File: src/rtl/counter_cfg_ctrl.sv
// Shadow/active configuration controller for the PWM timebase counter.
// Shadows are committed atomically at a terminal value, on FORCE, or at once when stopped.
module counter_cfg_ctrl (
  input  logic        clk,
  input  logic        rst_n,
  input  logic        wr_en,
  input  logic [2:0]  wr_addr,
  input  logic [15:0] wr_data,
  input  logic [2:0]  rd_addr,
  output logic [15:0] rd_data,
  input  logic [15:0] count_val,
  output logic [15:0] period,
  output logic [7:0]  prescale,
  output logic        upnotdown,
  output logic        en,
  output logic        count_reset,
  output logic        update_pending
);

  localparam logic [1:0] ST_STOPPED = 2'd0;
  localparam logic [1:0] ST_RUNNING = 2'd1;
  localparam logic [1:0] ST_PENDING = 2'd2;
  localparam logic [1:0] ST_COMMIT  = 2'd3;

  localparam logic [2:0] A_PERIOD   = 3'd0;
  localparam logic [2:0] A_PRESCALE = 3'd1;
  localparam logic [2:0] A_CTRL     = 3'd2;
  localparam logic [2:0] A_CMD      = 3'd3;
  localparam logic [2:0] A_STATUS   = 3'd4;

  logic [15:0] sh_period_q, sh_period_d;
  logic [7:0]  sh_prescale_q, sh_prescale_d;
  logic        sh_en_q, sh_en_d;
  logic        sh_up_q, sh_up_d;
  logic        pending_q, pending_d;
  logic        force_q, force_d;
  logic [15:0] period_q, period_d;
  logic [7:0]  prescale_q, prescale_d;
  logic        up_q, up_d;
  logic        en_q, en_d;
  logic        count_reset_q, count_reset_d;
  logic [1:0]  state_q, state_d;
  logic [15:0] rd_data_q, rd_data_d;

  logic wr_cfg;
  logic wr_cmd;
  logic tv;
  logic commit;

  always_comb begin
    wr_cfg = wr_en && (wr_addr <= A_CTRL);
    wr_cmd = wr_en && (wr_addr == A_CMD);
    tv     = up_q ? (count_val == period_q) : (count_val == 16'd0);
    commit = force_q
          || ((state_q == ST_STOPPED) && pending_q)
          || ((state_q == ST_PENDING) && tv);

    // Commit takes the pre-write shadows; a write on the same edge lands afterwards.
    period_d   = commit ? sh_period_q   : period_q;
    prescale_d = commit ? sh_prescale_q : prescale_q;
    up_d       = commit ? sh_up_q       : up_q;
    en_d       = commit ? sh_en_q       : en_q;

    sh_period_d   = sh_period_q;
    sh_prescale_d = sh_prescale_q;
    sh_en_d       = sh_en_q;
    sh_up_d       = sh_up_q;
    if (wr_en) begin
      case (wr_addr)
        A_PERIOD:   sh_period_d = wr_data;
        A_PRESCALE: sh_prescale_d = wr_data[7:0];
        A_CTRL: begin
          sh_en_d = wr_data[0];
          sh_up_d = wr_data[1];
        end
        default: ;
      endcase
    end

    pending_d = (pending_q && !commit) || wr_cfg;
    // A stop request is never deferred to a boundary.
    force_d = (wr_cmd && wr_data[0]) || (wr_en && (wr_addr == A_CTRL) && !wr_data[0]);
    count_reset_d = commit || (wr_cmd && wr_data[1] && !wr_data[0]);

    state_d = state_q;
    if (commit) begin
      state_d = ST_COMMIT;
    end else begin
      case (state_q)
        ST_STOPPED: state_d = ST_STOPPED;
        ST_RUNNING: state_d = wr_cfg ? ST_PENDING : ST_RUNNING;
        ST_PENDING: state_d = ST_PENDING;
        default:    state_d = en_q ? (pending_d ? ST_PENDING : ST_RUNNING) : ST_STOPPED;
      endcase
    end

    case (rd_addr)
      A_PERIOD:   rd_data_d = sh_period_d;
      A_PRESCALE: rd_data_d = {8'd0, sh_prescale_d};
      A_CTRL:     rd_data_d = {14'd0, sh_up_d, sh_en_d};
      A_STATUS:   rd_data_d = {12'd0, state_d, en_d, pending_d};
      default:    rd_data_d = 16'd0;
    endcase
  end

  always_ff @(posedge clk or negedge rst_n) begin
    if (!rst_n) begin
      sh_period_q   <= 16'hFFFF;
      sh_prescale_q <= 8'd0;
      sh_en_q       <= 1'b0;
      sh_up_q       <= 1'b1;
      pending_q     <= 1'b0;
      force_q       <= 1'b0;
      period_q      <= 16'hFFFF;
      prescale_q    <= 8'd0;
      up_q          <= 1'b1;
      en_q          <= 1'b0;
      count_reset_q <= 1'b0;
      state_q       <= ST_STOPPED;
      rd_data_q     <= 16'd0;
    end else begin
      sh_period_q   <= sh_period_d;
      sh_prescale_q <= sh_prescale_d;
      sh_en_q       <= sh_en_d;
      sh_up_q       <= sh_up_d;
      pending_q     <= pending_d;
      force_q       <= force_d;
      period_q      <= period_d;
      prescale_q    <= prescale_d;
      up_q          <= up_d;
      en_q          <= en_d;
      count_reset_q <= count_reset_d;
      state_q       <= state_d;
      rd_data_q     <= rd_data_d;
    end
  end

  assign rd_data        = rd_data_q;
  assign period         = period_q;
  assign prescale       = prescale_q;
  assign upnotdown      = up_q;
  assign en             = en_q;
  assign count_reset    = count_reset_q;
  assign update_pending = pending_q;

endmodule
File: config.mk
export PLATFORM = sky130hd
export DESIGN_NAME = counter_cfg_ctrl
export DESIGN_NICKNAME = d
export VERILOG_FILES = /design/src/rtl/counter_cfg_ctrl.sv
export SDC_FILE = /design/constraint.sdc
export NUM_CORES = 1
export LEC_CHECK = 0
export BUFFER_PORTS_ARGS = -buffer_cell sky130_fd_sc_hd__buf_2
export CORE_MARGIN = 2
export CORE_UTILIZATION = 56
export DETAILED_ROUTE_END_ITERATION = 16
export PLACE_DENSITY = 0.84
export SYNTH_ARGS = -nofsm -noshare
export SYNTH_HDL_FRONTEND = slang
export SYNTH_SLANG_ARGS = --single-unit
File: constraint.sdc
create_clock -name clk -period 3.45 [get_ports clk]
set_input_delay 0.5175 -clock clk [delete_from_list [all_inputs] [get_ports clk]]
set_output_delay 0.5175 -clock clk [all_outputs]
set_load 0.01 [all_outputs]
==> results.sh <==
export IMPL_worst_pin_slew_ns=1.03
export IMPL_cts_sinks=73
export IMPL_maxSlewViolCount=0
export IMPL_crit_start="period[0]"
export IMPL_overflow=0
export IMPL_avgSynthCellArea_sq_um=13.8
export IMPL_seqPwrFrac_pct=46.4
export IMPL_antenna_left=0
export IMPL_holdBufCountCts=0
export IMPL_syn_cell_area_sq_um=3180
export IMPL_htreeDepth=3
export IMPL_comb_power_share_pct=30.7
export IMPL_cts_made_buffers=9
export IMPL_fin_setup_tns_ns=0
export IMPL_yosysWarnings=0
export IMPL_critPathArrivalTime_ns=2.57
export IMPL_io_pins=85
export IMPL_setup_ws_ns=1.11
export IMPL_grt_pass1_wl_um=10800
export IMPL_max_stage_delay_ns=0.84
export IMPL_fmax_mhz=427
export IMPL_insertion_delay_ns=0.34
export IMPL_drcViolationCount=0
export IMPL_hold_ws_ns=0.286
export IMPL_wire_per_inst_um=17.5
export IMPL_drt_first_pass_iters=4
export IMPL_start_kind="register"
export IMPL_maxSlewHeadroom_pct=30.9
export IMPL_viasPerCell=5.52
export IMPL_synth_distinct_cells=38
export IMPL_critPathKind="register to register"
export IMPL_pre_cts_ws_ns=0.967
export IMPL_r2r_start="period[0]"
export IMPL_cellPowerDensity_nw_per_um2=793
export IMPL_required_ns=3.67
export IMPL_clockBufferDepth=2
export IMPL_dieWidth_um=79.4
export IMPL_end_kind="register"
export IMPL_antenna_found_initial=0
export IMPL_routed_wl_um=6960
export IMPL_synth_edf_count=0
export IMPL_grtUsageTotal_pct=23.4
export IMPL_clk_pin_slew_worst_paths_ns=0.08
export IMPL_synth_area_leaders="dfrtp_1 31%, dfstp_2 28%, mux2_2 18%, xnor2_1 4.1%, and2_1 2.0%"
export IMPL_antenna_cells=0
export IMPL_netSwitchingPower_uw=958
export IMPL_yosysMostFrequentCell="mux2_2"
export IMPL_cap_violations=0
export IMPL_num_rows=27
export IMPL_postSynthCellCount=230
export IMPL_fin_crit_sh_pct=67.9
export IMPL_post_cts_repair_setup_buffers=0
export IMPL_grt_start_max_net_pins=42
export IMPL_hold_violations=0
export IMPL_status="completed"
export IMPL_coreArea_sq_um=5510
export IMPL_synth_top_area_share_pct=30.7
export IMPL_internal_power_uw=2140
export IMPL_peakVddDrop_mv=0.477
export IMPL_synth_seq_area_share_pct=58.7
export IMPL_n_fill_cell=401
export IMPL_cts_resized_gates=0
export IMPL_crit_path_max_fanout=33
export IMPL_vias=2195
export IMPL_dieArea_sq_um=6300
export IMPL_stdcell_area_sq_um=3900
export IMPL_syn_num_nets=271
export IMPL_p_clk_share_pct=22.9
export IMPL_yosys_top_cells_count="50 x mux2_2, 39 x dfrtp_1, 34 x dfstp_2"
export IMPL_netlist_top_cell_by_area="dfrtp_1"
export IMPL_leakage_uw=0.00177
export IMPL_place_hpwl_um=5120
export IMPL_synth_main_ff_cell="dfrtp_1"
export IMPL_rsz0062_at_grt="no"
export IMPL_drive_above_1_share_pct=59.2
export IMPL_final_setup_viol_count=0
export IMPL_dpl_cell_area_sq_um=3690
export IMPL_initial_core_util_pct=57.8
export IMPL_synthToLayoutAreaGrowth_pct=22.6
export IMPL_switching_share_pct=31.0
export IMPL_hold_path_class="primary input to asynchronous set/reset pin"
export IMPL_skew_ns=0.0115
export IMPL_die_y_um=79.4
export IMPL_path_cells="xor2_1 -> nor3_1 -> a21oi_4 -> mux2_2"
export IMPL_cts_root_buf="clkbuf_8"
export IMPL_drtIter0Drc=147
export IMPL_place_congestion=0.864
export IMPL_fin_nets=362
export IMPL_grt_pass1_vias=2233
export IMPL_async_reset_ff_share_pct=100
export IMPL_cpMaxStageDelayCell="a21oi_4"
export IMPL_io_buffers=84
export IMPL_fin_crit_ns=2.34
export IMPL_tritoncts="built"
export IMPL_synth_seq_cells=73
==> cells by family (layout without fill, tap and decap cells) <==
logic type	Yosys count	after routing	synth area share (%)
flops	73	73	58.7
mux	57	57	20.0
simple gates	52	52	10.1
compound gates	21	21	4.72
xor+xnor	17	17	4.68
buf+inv	10	106	1.69
==> routing by layer <==
layer	part of all wire (%)	track usage [%]	vias up
met5	0	0	-
met4	2.3	9.83	0
met3	4.7	5.77	12
met2	51	38.6	66
met1	42	29.5	1108
li1	-	-	1009
==> layout by cell type, fill, tap and decap left out, types with 6 or more instances in the layout <==
cell type	synthesis	final
mux2i_1	6	6
buf_2	4	84
dfstp_2	34	34
clkbuf_8	0	9
dfrtp_1	39	39
and2_1	10	10
nand2_1	7	7
xnor2_1	15	15
nor3_1	9	9
mux2_2	50	50
==> critical path, delay by kind of cell (launching register included) <==
family          cells  cell delay, ns
compound gates      1            0.84
xor+xnor            1            0.25
mux                 1            0.42
flops               1            0.55
simple gates        1            0.16
==> stage by stage <==
step / utilization (%) / power [uW] / instances
after CTS: 70.8 / 3120 / 398
after floorplan: - / 2020 / 230
after detailed placement: 67.0 / 2400 / 382
final: 70.8 / 3090 / 398
after global placement: 67.0 / 2370 / 382
after global routing: 70.8 / 3260 / 398
==> cell type report <==
type                       instances  area, sq um  share of cell area, %
sequential                        73         1870                   47.9
multi-input combinational        147         1270                   32.6
timing repair buffer              88          450                   11.5
clock buffer                      11          131                   3.37
tap                               72         90.1                   2.31
clock inverter                     5         81.3                   2.08
inverter                           2         7.51                  0.192
==> power groups by stage <==
stage               clock network [uW]  registers (uW)  logic, uW
finish                             710            1430        951
global route                       760            1470       1030
CTS                                722            1430        964
detailed placement                   0            1450        956
global placement                     0            1440        931
floorplan                            0            1480        539
==> flip-flops by register name, summed over array words and instances (netlist names) <==
signal / cells
sh_prescale_q: 8
upnotdown: 1
state_q: 2
sh_up_q: 1
period: 16
force_q: 1
prescale: 8
count_reset: 1
sh_period_q: 16
en: 1
update_pending: 1
sh_en_q: 1
rd_data: 16
==> worst paths after layout <==
kind / endpoint / depth (start not counted) / slack [ns]
setup reg to reg: prescale[7] / 4 / 1.11
hold reg to reg: prescale[0] / 1 / 0.50
min in group clk: sh_period_q[12] / 2 / 0.43
max in group asynchronous: upnotdown / 2 / 2.33
setup / recovery: prescale[7] / 4 / 1.11
hold / removal: rd_data[8] / 1 / 0.29
No activity file was read; power rests on OpenSTA's default activity.
